<file path="src/rtl/bin_to_bcd_x4.sv">
// Sequential binary-to-BCD converter (double dabble, one bit per clock) feeding
// a four-digit seven-segment display with an overflow flag and leading-zero blanking mask.
module bin_to_bcd_x4 #(
    parameter int WIDTH = 14
) (
    input  logic             clk,
    input  logic             rst,
    input  logic             start,
    input  logic [WIDTH-1:0] bin,
    output logic             busy,
    output logic             done,
    output logic [15:0]      bcd,
    output logic             ovf,
    output logic [3:0]       blank,
    output logic             dbg_state
);

    // Handshake: start is sampled on every rising edge but is accepted (and bin
    // captured) only while busy=0; each accepted request yields exactly one done
    // pulse, and requests seen while busy=1 are dropped, not queued.

    typedef enum logic {
        S_IDLE  = 1'b0,
        S_SHIFT = 1'b1
    } state_e;

    state_e           state_q, state_d;
    logic [WIDTH-1:0] shift_q, shift_d;
    logic [15:0]      acc_q, acc_d;
    logic [3:0]       cnt_q, cnt_d;
    logic             ovf_pend_q, ovf_pend_d;
    logic [15:0]      bcd_q, bcd_d;
    logic             ovf_q, ovf_d;
    logic [3:0]       blank_q, blank_d;
    logic             done_q, done_d;

    logic [15:0]      acc_adj;
    logic [15:0]      acc_next;

    // Digits that are not shown: leading zeros above the units digit, never on overflow.
    function automatic logic [3:0] blank_of(input logic [15:0] b, input logic o);
        logic [3:0] m;
        m[3] = (b[15:12] == 4'd0);
        m[2] = m[3] && (b[11:8] == 4'd0);
        m[1] = m[2] && (b[7:4] == 4'd0);
        m[0] = 1'b0;
        if (o) begin
            m = 4'b0000;
        end
        return m;
    endfunction

    always_comb begin
        for (int i = 0; i < 4; i++) begin
            acc_adj[i*4 +: 4] = (acc_q[i*4 +: 4] >= 4'd5) ? acc_q[i*4 +: 4] + 4'd3
                                                          : acc_q[i*4 +: 4];
        end
        acc_next = {acc_adj[14:0], shift_q[WIDTH-1]};
    end

    always_comb begin
        state_d    = state_q;
        shift_d    = shift_q;
        acc_d      = acc_q;
        cnt_d      = cnt_q;
        ovf_pend_d = ovf_pend_q;
        bcd_d      = bcd_q;
        ovf_d      = ovf_q;
        blank_d    = blank_q;
        done_d     = 1'b0;

        unique case (state_q)
            S_IDLE: begin
                if (start) begin
                    shift_d    = bin;
                    acc_d      = 16'h0000;
                    ovf_pend_d = (32'(bin) > 32'd9999);
                    cnt_d      = 4'd0;
                    state_d    = S_SHIFT;
                end
            end
            S_SHIFT: begin
                acc_d   = acc_next;
                shift_d = shift_q << 1;
                cnt_d   = cnt_q + 4'd1;
                if (cnt_q == 4'(WIDTH - 1)) begin
                    state_d = S_IDLE;
                    bcd_d   = ovf_pend_q ? 16'h9999 : acc_next;
                    ovf_d   = ovf_pend_q;
                    blank_d = blank_of(ovf_pend_q ? 16'h9999 : acc_next, ovf_pend_q);
                    done_d  = 1'b1;
                end
            end
            default: state_d = S_IDLE;
        endcase
    end

    always_ff @(posedge clk or negedge rst) begin
        if (!rst) begin
            state_q    <= S_IDLE;
            shift_q    <= '0;
            acc_q      <= 16'h0000;
            cnt_q      <= 4'd0;
            ovf_pend_q <= 1'b0;
            bcd_q      <= 16'h0000;
            ovf_q      <= 1'b0;
            blank_q    <= 4'b1110;
            done_q     <= 1'b0;
        end else begin
            state_q    <= state_d;
            shift_q    <= shift_d;
            acc_q      <= acc_d;
            cnt_q      <= cnt_d;
            ovf_pend_q <= ovf_pend_d;
            bcd_q      <= bcd_d;
            ovf_q      <= ovf_d;
            blank_q    <= blank_d;
            done_q     <= done_d;
        end
    end

    assign busy      = (state_q == S_SHIFT);
    assign done      = done_q;
    assign bcd       = bcd_q;
    assign ovf       = ovf_q;
    assign blank     = blank_q;
    assign dbg_state = state_q;

endmodule

</file>
<file path="config.mk">
export PLATFORM = sky130hd
export DESIGN_NAME = bin_to_bcd_x4
export DESIGN_NICKNAME = d
export VERILOG_FILES = /design/src/rtl/bin_to_bcd_x4.sv
export SDC_FILE = /design/constraint.sdc
export NUM_CORES = 1
export LEC_CHECK = 0
export CORE_ASPECT_RATIO = 1.4
export CORE_UTILIZATION = 51
export CTS_BUF_LIST = sky130_fd_sc_hd__clkbuf_8
export DETAILED_ROUTE_END_ITERATION = 10
export GPL_TIMING_DRIVEN = 0
export PLACE_DENSITY = 0.79
export REMOVE_ABC_BUFFERS = 1
export SYNTH_ARGS = -nofsm -noshare
export SYNTH_HDL_FRONTEND = slang
export SYNTH_SLANG_ARGS = --single-unit
</file>
<file path="constraint.sdc">
create_clock -name clk -period 1.6 [get_ports clk]
set_input_delay 0.16 -clock clk [delete_from_list [all_inputs] [get_ports clk]]
set_output_delay 0.16 -clock clk [all_outputs]
set_load 0.02 [all_outputs]
</file>
==> impl_metrics.toml <==
[placement]
gp_routability_congestion = 0.7877
post-dp-hpwl_um = 3658
dp_slack_ns = -1.302
place_area_um2 = 3248
port_buffers = 39

[global_routing]
antenna_found_initial = 0
grt_usage_pct = 24.00
grt_pass1_wl_um = 10630
grt_max_degree = 36
grt_pass1_vias = 2305
overflow = 0

[layout]
utilization_pct = 71.68
multi_input_area_um2 = 1443
seqCellArea_um2 = 1435
fin_nets = 356
diodes = 0
fillers = 400
drive_gt1_share_pct = 21.86
area_delta_synth_final_pct = 33.27
fin_area_um2 = 3754

[route]
route.vias.total = 2204
wl_per_cell_um = 15.77
via_per_inst = 5.510
drc = 0
firstDrtPassIters = 4
drt_iter0_drc = 148
routed_wl_um = 6307
postRouteAntennaNets = 0

[worst_setup_path]
r2r_start = "acc_q[9]"
r2r_end = "blank[1]"
worst_setup_path_start_kind = "flop"
cp-end-kind = "flop"
path_delay_family = "simple AND/OR/NAND/NOR gates"
path_max_fanout = 4
cp.arrival_ns = 1.97
path_cells = "inv_2 > ha_2 > nand2b_4 > nor3b_2 > nand4b_1 > nor4_4 > a41o_1"
crit_type = "reg2reg"
critPathRequiredTime_ns = 1.88
cp.buffers_inverters = 1
cp_slowest_cell = "dfrtp_1"
reg2reg_slack_ns = -0.09
worst_path_largest_cell_delay_ns = 0.38
ff2ff_path_depth = 7

[timing]
skew_ns = 0.009263
report.final.slew_viol_count = 0
setup_violations = 3
slew_headroom_pct = 47.08
worstMarginPinSlew_ns = 0.7938
grt_setup_unrepaired = "true"
min_period_ns = 1.693
tns_ns = -0.1935
final_hold_viol_count = 0
fmax_mhz = 590.8
setup_slack_ns = -0.09272
timing.final.crit_share_pct = 105.8

[cts]
cts_root_buffer = "clkbuf_8"
path_clk_slew_ns = 0.06
cts-htree-levels = 3
clkLatencyLatePin_ns = 0.34
cts.sinks = 57
cts_made_buffers = 9
clock_tree.buffer_depth = 2
cts_tree = "built"

[logic_synthesis]
synthAdderAreaFrac_pct = 4.442
synth_seq_cells = 57
synth_top_family_by_area = "simple AND/OR/NAND/NOR gates"
yosysSeqAreaShare_pct = 50.78
synthMuxAreaShare_pct = 9.240
synth_cell_types = 37
ys_top_cells_by_count = "dfrtp_1 (54), nand2_1 (37), mux2i_1 (26), o21ai_0 (26), nand2b_1 (18)"
synth_cells = 274
netlist_area_um2 = 2816
synth_compound_area_share_pct = 13.95
synth-xor-area-share_pct = 1.866
ys.warnings.count = 0
async_flop_share_pct = 100.0
ys.flop_type = "dfrtp_1"
synth.top_cell.area_share_pct = 47.98
synth_edf_count = 0
avgSynthCellArea_um2 = 10.28
synthTopCellsByArea = "dfrtp_1 (48%), mux2i_1 (9.2%), nand2_1 (4.9%)"
yosys.area.top_type = "dfrtp_1"
synth_simple_gate_area_share_pct = 15.68
yosysMostFrequentCell = "dfrtp_1"

[die]
start_util_pct = 53.79
core-area_um2 = 5236
die_x_um = 64.81
io_pins = 41
die-area_um2 = 5828
rows = 31
die_h_um = 89.93

[flow_run]
cap_viol_max_count = 0

[pwr]
power.total_mw = 7.931
leakagePower_nw = 1.722
vdd_drop_max_uv = 1033
pwr_density_cell_nw_per_um2 = 2113

[outcome]
status = "finished with violations"
failed_checks = "negative setup slack"

[worst_hold_path]
hold_class = "in2async"
sequential cells by signal, indices dropped and copies added (netlist names):
register,flops
acc_q,16
bcd,16
blank,3
busy,1
cnt_q,4
done,1
ovf,1
ovf_pend_q,1
shift_q,14
placed cells by master, fill, tap and decap left out, drive strengths merged, types with 2 or more instances in the layout:
| cell | n |
|---|---|
| nor2 | 12 |
| inv | 11 |
| nor3b | 8 |
| clkinv | 4 |
| xnor2 | 5 |
| a21oi | 14 |
| mux2i | 26 |
| clkdlybuf4s50 | 32 |
| a22o | 9 |
| o31ai | 8 |
| a21o | 2 |
| dlygate4sd2 | 5 |
| dfstp | 3 |
| o21ai | 27 |
| buf | 20 |
| nand4 | 2 |
| and2 | 3 |
| nand2 | 37 |
| nand2b | 18 |
| ha | 10 |
| nand3 | 2 |
| clkbuf | 11 |
| nor4 | 2 |
| dfrtp | 54 |
layer usage:
metal | GRT usage, % | vias to the layer above | share of wire [%]
li1 | - | 1054 | -
met2 | 38.72 | 59 | 52
met4 | 13.89 | 0 | 2.8
met1 | 28.85 | 1076 | 41
met5 | 0 | - | 0
met3 | 5.330 | 15 | 3.9
stage by stage:
stage,hold slack [ns],instances
after floorplan,-0.1356,258
after global placement,0.4504,363
after detailed placement,0.1914,365
after CTS,0.3640,395
after global routing,0.4307,400
final,0.3615,400
where the power goes:
group	internal [mW]	total (mW)	switching, mW
Sequential	2.08	2.64	0.566
Combinational	2.04	4.12	2.08
Clock	0.626	1.17	0.547
Total	4.74	7.93	3.19
layout make-up:
class / count / area share (%)
Timing Repair Buffer: 59 / 15.47
Clock buffer: 11 / 4.033
Tap cell: 66 / 2.200
Inverter: 10 / 1.033
Multi-Input combinational cell: 192 / 38.43
Sequential cell: 57 / 38.23
Clock inverter: 5 / 0.6000
worst max-delay path by stage:
stage                  start  endpoint  cells past startpoint
finish              acc_q[9]  blank[1]                      7
global route        acc_q[9]  blank[1]                      7
CTS                 acc_q[8]  blank[1]                      7
detailed placement      busy  blank[1]                      6
global placement        busy  blank[1]                      5
floorplan               busy  blank[1]                      5
logic make-up after synthesis:
group,count (synthesis)
compound gates,62
simple gates,86
mux,26
other cells,1
buf+inv,26
xor+xnor,6
flops,57
fa+ha+maj,10
timing repair:
item,CTS,global route
buffers inserted,11,5
gates resized for setup,27,18
pin swaps,6,2
hold buffers,1,0
setup endpoints to repair,29,17
cloned,2,0
endpoints found under the hold margin,24,0
(Power assumes the default switching activity.)
==> RTL edit 1, RTL diff (same settings) <==
`shift_q` no longer has a reset.
--- a/src/rtl/bin_to_bcd_x4.sv
+++ b/src/rtl/bin_to_bcd_x4.sv
@@ -98,7 +98,6 @@
     always_ff @(posedge clk or negedge rst) begin
         if (!rst) begin
             state_q    <= S_IDLE;
-            shift_q    <= '0;
             acc_q      <= 16'h0000;
             cnt_q      <= 4'd0;
             ovf_pend_q <= 1'b0;
@@ -108,7 +107,6 @@
             done_q     <= 1'b0;
         end else begin
             state_q    <= state_d;
-            shift_q    <= shift_d;
             acc_q      <= acc_d;
             cnt_q      <= cnt_d;
             ovf_pend_q <= ovf_pend_d;
@@ -117,6 +115,10 @@
             blank_q    <= blank_d;
             done_q     <= done_d;
         end
+    end
+
+    always_ff @(posedge clk) begin
+        shift_q <= shift_d;
     end
 
     assign busy      = (state_q == S_SHIFT);
Function: same outputs for any inputs over 10 cycles, from zero or initial values and one cycle with rst low; that may be too few to reach the edited logic, so the function may still have changed.
==> RTL edit 1 against the original RTL <==
  * The run still ends with negative setup slack left
  * Sequential cell count unchanged
  * Wire length unchanged
  * Total power up 2.2%
  * Clock power down 4%
  * Area after synthesis down 3.9%
  * Worst setup slack worse by 0.056 ns
  * Cell area down 3.1%
  * First-iteration DRC count down 26%
  * Critical endpoint unchanged
  * Highest routed layer unchanged
==> RTL edit 1: results (changes against the original RTL) <==
The worst-margin pin slew came out at 0.705 ns (-0.0884 ns). The xor-xnor portion of the synthesized cell area was 0.0194 (+0.000759). The number of different library cells in the post-synthesis netlist came out at 41 (+11%). The largest fanout on the critical path is 3 (-1). The HPWL after detailed placement is 3540 um (-3.3%). The share of synthesized area spent on multiplexers came out at 0.0726 (-0.0198). The signal arrival time at the worst endpoint is 2.02 ns (+0.05 ns). The total negative slack for setup checks is -0.322 ns (-0.128 ns). The global-route wire length before repair is 9680 um (-8.9%).

The flow ran to the end, but the final reports show violations. The global routing usage summed across all routing layers came out at 0.236 (-0.00373). The number of antenna violations at the first check in global routing is 0 (unchanged). The warning count from the yosys run came out at 0 (unchanged). The via density per instance came out at 5.58 (+1.3%).

The static leakage power came out at 1.57 nW (-8.9%). The post-synthesis compound-gate area fraction is 0.135 (-0.00496). The number of diodes came out at 0 (unchanged). The clock-pin slew reported for the worst setup and hold paths after clock tree synthesis came out at 0.06 ns (about the same). The worst setup slack after layout is -0.149 ns (-0.0564 ns).

The number of enable flip-flop cells after synthesis is 14 (+14). The number of instances in the synthesized netlist came out at 247 (-9.9%). The overall routed net length is 6310 um (unchanged). The final weighted congestion in routability-driven placement is 0.797 (+1.2%).

After synthesis, the largest family of logic cells by area is compound AO/OA/AOI/OAI gates. The pre-CTS worst setup slack came to -2.32 ns (-1.01 ns). The final reports fail on negative setup slack. Counting instances in the post-synthesis netlist gives the leading cell types as sky130_fd_sc_hd__dfrtp_1, sky130_fd_sc_hd__nand2_1, sky130_fd_sc_hd__o21ai_0. The DRC marker count from the first detailed-route iteration came out at 109 (-26%).

The post-route worst hold slack was 0.258 ns (-0.103 ns). The post-layout net count was 334 (-6.2%). The fraction of registers with async set/reset came out at 0.754 (-0.246). The number of levels in the clock H-tree is 3 (unchanged). In this run the critical register-to-register path is launched from acc_q[9].

The maximum number of pins on one net before global-route repair is 30 (-17%). Sorting the synthesized cells by area gives the leading types as sky130_fd_sc_hd__dfrtp_1, sky130_fd_sc_hd__edfxtp_1, sky130_fd_sc_hd__mux2_2, sky130_fd_sc_hd__nand2_1, sky130_fd_sc_hd__ha_1. The part of the Yosys area used for sequential elements came out at 0.554 (+0.0465). The cell count after placement came out at 340 (-6.8%).

The adder and majority gate portion of the synthesized area came out at 0.0462 (+0.00181). The worst-skew pair later-pin latency is 0.34 ns (about the same). The worst hold path belongs to the class input port to async pin. In this design, the stage delay of the slowest critical-path cell is around 0.4 ns. The slowest stage of the critical path belongs to the cell sky130_fd_sc_hd__dfrtp_1. The fraction of layout cells with a size suffix above 1 is 0.276 (+0.0571). The maximum ir drop on the vdd rail came out at 1.10 mV (+6.5%). The final count of negative-setup-slack endpoints was 3 (unchanged). The number of global-route vias before repair came out at 2024 (-12%). The detailed-routing iteration count for the pre-antenna-repair pass came out at 4 (unchanged). The setup clock skew after layout is 0.00865 ns (-0.000608 ns). The average wire length per cell after detail routing came out at 16.7 um (+5.8%).
## RTL edit 1: changes by cell type in the layout (fill, tap and decap cells not counted), moves of 4 or more
cell | unedited run | this run
sky130_fd_sc_hd__mux2i_1 | 22 | 0
sky130_fd_sc_hd__o22ai_1 | 0 | 4
sky130_fd_sc_hd__nand2b_1 | 16 | 2
sky130_fd_sc_hd__edfxtp_1 | 0 | 14
sky130_fd_sc_hd__o21ai_0 | 24 | 15
sky130_fd_sc_hd__mux2_2 | 0 | 13
sky130_fd_sc_hd__dfrtp_1 | 52 | 38
## RTL edit 1: per-layer routing
layer / wire length (um) / vias to the layer above / global-route usage
met5: 0 / - / 0
met4: 294 / 0 / 0.174
met3: 318 / 23 / 0.0482
met2: 3230 / 84 / 0.401
met1: 2470 / 1015 / 0.262
li1: - / 987 / -
## RTL edit 1: layout make-up
class / count / area (sq um)
Clock buffer: 10 / 138
Clock inverter: 6 / 25.0
Fill cell: 363 / 1520
Inverter: 13 / 50.0
Multi-Input combinational cell: 165 / 1260
Sequential cell: 57 / 1510
Tap cell: 66 / 82.6
Timing Repair Buffer: 61 / 573
## RTL edit 1: metrics by stage
stage	power (W)	instance area, sq um	utilization
after global placement	0.00572	3120	0.605
after detailed placement	0.00588	3140	0.608
after CTS	0.00749	3490	0.677
after floorplan	0.00482	2650	-
final	0.00811	3640	0.705
after global routing	0.00859	3640	0.705
## RTL edit 1: cells by family after synthesis
family                   after synthesis
AND/OR/NAND/NOR                       73
flip-flops                            57
AO/OA/AOI/OAI                         56
buffers and inverters                 26
multiplexers                          18
adder cells (fa/ha/maj)               10
XOR/XNOR                               6
other                                  1
## RTL edit 1: worst max path at each step
stage,startpoint,endpoint,slack [ns]
6_report,acc_q[9],blank[1],-0.15
2_1_floorplan,busy,blank[1],-1.48
5_1_grt,acc_q[9],blank[1],-0.22
3_5_place_dp,busy,blank[1],-2.32
3_3_place_gp,busy,blank[1],-2.35
4_1_cts,acc_q[4],blank[1],-0.13
## RTL edit 1: what timing repair did
action	CTS	global route
pin swaps	8	5
endpoints found under the hold margin	11	0
cloned	1	0
setup endpoints to repair	69	17
hold buffers	1	0
setup buffers	16	4
resized for setup	24	26
## RTL edit 1: power breakdown
| group | switching (W) | internal, W |
|---|---|---|
| sequential | 0.000556 | 0.00224 |
| clock | 0.000542 | 0.000575 |
| combinational | 0.00211 | 0.00209 |
## RTL edit 1: critical path: cells and delay by family, from the launching register on
| kind | cells | cell delay, ns |
|---|---|---|
| buf+inv | 1 | 0.11 |
| simple gates | 4 | 0.76 |
| fa+ha+maj | 1 | 0.19 |
| flops | 1 | 0.39 |
| compound gates | 1 | 0.23 |
==> RTL edit 2, RTL diff (config.mk and constraints unchanged) <==
Without the edit above. `WIDTH`: 14 -> 28.
--- a/src/rtl/bin_to_bcd_x4.sv
+++ b/src/rtl/bin_to_bcd_x4.sv
@@ -1,7 +1,7 @@
 // Sequential binary-to-BCD converter (double dabble, one bit per clock) feeding
 // a four-digit seven-segment display with an overflow flag and leading-zero blanking mask.
 module bin_to_bcd_x4 #(
-    parameter int WIDTH = 14
+    parameter int WIDTH = 28
 ) (
     input  logic             clk,
     input  logic             rst,
Ports: changed (resized bin); port bits go from 41 to 55. No check against the original RTL was run, so the function may have changed too.
==> RTL edit 2 against the original RTL <==
  * The flow finishes with violations (design-rule violations, negative setup slack)
  * Utilization increased by 1.1 points
  * Non-clock buffer count up 19
  * Synthesized cell count up 23%
  * Cell area is 23% higher
  * Wire length is 31% higher
  * Area after synthesis is 21% higher
  * Fmax fell by 0.36%
  * Total power up 17%
  * Critical path depth stayed put
  * Critical path type unchanged
  * Worst setup slack worse by 0.0061 ns
  * Largest power group unchanged
  * Via count is 29% higher
  * Sequential cell count rose by 14
==> RTL edit 2: results (changes against the original RTL) <==
The run finished, with violations left. The overall routed net length is 8290 um (+31%). The checks that failed: design-rule violations, negative setup slack. The signal arrival time at the worst endpoint is 2.00 ns (+0.03 ns).

The sum of routed wire segments on met1 is 3360 um (+29%). The highest cell delay on the worst timing path came out at 0.46 ns (+0.08 ns). The type of the worst min-delay path is input port to flop.

The HPWL after detailed placement came out at 4650 um (+27%). The global-route wire length before repair came out at 13300 um (+25%). The most critical setup path has its endpoint at blank[2]. The fraction of layout cells with a size suffix above 1 came out at 0.218 (-0.000645).

The final weighted congestion in routability-driven placement came out at 0.763 (-3.1%). The DRC marker count from the first detailed-route iteration is 228 (+54%). On the critical path the largest part of the delay comes from flip-flops.

The instance area at placement came out at 3980 sq um (+22%). The global-route met3 utilization came out at 0.0624 (+0.00907). The met2 track demand over resource in global routing came to 0.397 (+0.00992). The maximum ir drop on the vdd rail is 1.02 mV (-1.5%).

The quantity of I/O buffers inserted on ports is 53 (+36%). The detailed-routing iteration count for the pre-antenna-repair pass came out at 8 (+4). The global routing usage summed across all routing layers is 0.246 (+0.00604).

The part of the Yosys area used for sequential elements came out at 0.521 (+0.0133). The adder and majority gate portion of the synthesized area is 0.0330 (-0.0115). The worst setup slack after layout is -0.0989 ns (-0.00613 ns). The xor-xnor portion of the synthesized cell area came out at 0.0154 (-0.00328). The DRC violations left is 6 (+6).

Yosys attributes the largest share of cell area to sky130_fd_sc_hd__dfrtp_1, sky130_fd_sc_hd__mux2i_1, sky130_fd_sc_hd__nand2_1, sky130_fd_sc_hd__o21ai_1, sky130_fd_sc_hd__ha_1. The post-synthesis compound-gate area fraction is 0.153 (+0.0132). The total internal power is 0.00562 W (+19%). The number of global-route vias before repair came out at 2812 (+22%). The worst-skew pair later-pin latency is 0.36 ns (+0.02 ns). The via density per instance was 5.88 (+6.7%). The share of synthesized area spent on multiplexers came out at 0.0981 (+0.00573). By count the netlist is led by sky130_fd_sc_hd__dfrtp_1, sky130_fd_sc_hd__nand2_1, sky130_fd_sc_hd__mux2i_1. The startpoint of the worst setup timing path is acc_q[8]. The worst-margin pin slew came out at 0.866 ns (+0.0720 ns). The clock-pin slew reported for the worst setup and hold paths after clock tree synthesis is 0.08 ns (+0.02 ns). The final count of negative-setup-slack endpoints is 3 (unchanged).
==> RTL edit 2: cell count changes in the layout (fill, tap and decap cells not counted), moves of 3 or more <==
cell	change
sky130_fd_sc_hd__clkdlybuf4s50_1	+14
sky130_fd_sc_hd__o21ai_0	-10
sky130_fd_sc_hd__nand2b_1	-15
sky130_fd_sc_hd__nand2_1	+23
sky130_fd_sc_hd__buf_4	+5
sky130_fd_sc_hd__inv_1	-3
sky130_fd_sc_hd__nor4_1	+4
sky130_fd_sc_hd__o21ai_1	+25
sky130_fd_sc_hd__mux2i_1	+8
sky130_fd_sc_hd__inv_2	+5
sky130_fd_sc_hd__dfrtp_1	+13
sky130_fd_sc_hd__o22ai_1	+7
sky130_fd_sc_hd__and2_1	-3
==> RTL edit 2: cell type report <==
| class | instances | area, sq um |
|---|---|---|
| Tap cell | 72 | 90.1 |
| Inverter | 12 | 45.0 |
| Sequential cell | 71 | 1790 |
| Clock inverter | 4 | 43.8 |
| Fill cell | 427 | 1730 |
| Timing Repair Buffer | 78 | 764 |
| Clock buffer | 12 | 165 |
| Multi-Input combinational cell | 236 | 1720 |
==> RTL edit 2: per-stage QoR <==
| stage | std cells | total power (W) | hold slack [ns] | TNS [ns] | setup slack (ns) |
|---|---|---|---|---|---|
| global placement | 443 | 0.00636 | 0.448 | -251.67 | -2.46 |
| finish | 485 | 0.00930 | 0.345 | -0.188 | -0.0989 |
| global route | 485 | 0.00987 | 0.369 | -0.522 | -0.201 |
| floorplan | 318 | 0.00537 | -0.136 | -53.41 | -1.63 |
| CTS | 480 | 0.00862 | 0.334 | -0.0252 | -0.0252 |
| detailed placement | 445 | 0.00654 | 0.334 | -15.35 | -1.06 |
==> RTL edit 2: worst min path at each step <==
stage	from	endpoint	slack, ns	cells past startpoint
after floorplan	rst	acc_q[0]	-0.14	0
after global placement	blank[3]	blank[3]	0.45	2
after detailed placement	rst	acc_q[15]	0.33	1
after CTS	start	acc_q[8]	0.33	2
after global routing	start	acc_q[7]	0.37	2
final	start	acc_q[12]	0.35	2
==> RTL edit 2: repair_timing <==
| action | 4_1_cts | 5_1_grt |
|---|---|---|
| pin swaps | 8 | 7 |
| gates cloned | 2 | 0 |
| hold endpoints to repair | 68 | 0 |
| setup endpoints to repair | 31 | 13 |
| buffers inserted | 16 | 5 |
| gates resized for setup | 23 | 30 |
| hold buffers | 1 | 0 |
==> RTL edit 2: power by group through the flow <==
stage	Combinational (W)	Clock, W	Sequential [W]
2_1_floorplan	0.00202	0	0.00335
3_3_place_gp	0.00310	0	0.00326
3_5_place_dp	0.00338	0	0.00316
4_1_cts	0.00399	0.00152	0.00311
5_1_grt	0.00500	0.00161	0.00326
6_report	0.00461	0.00152	0.00318
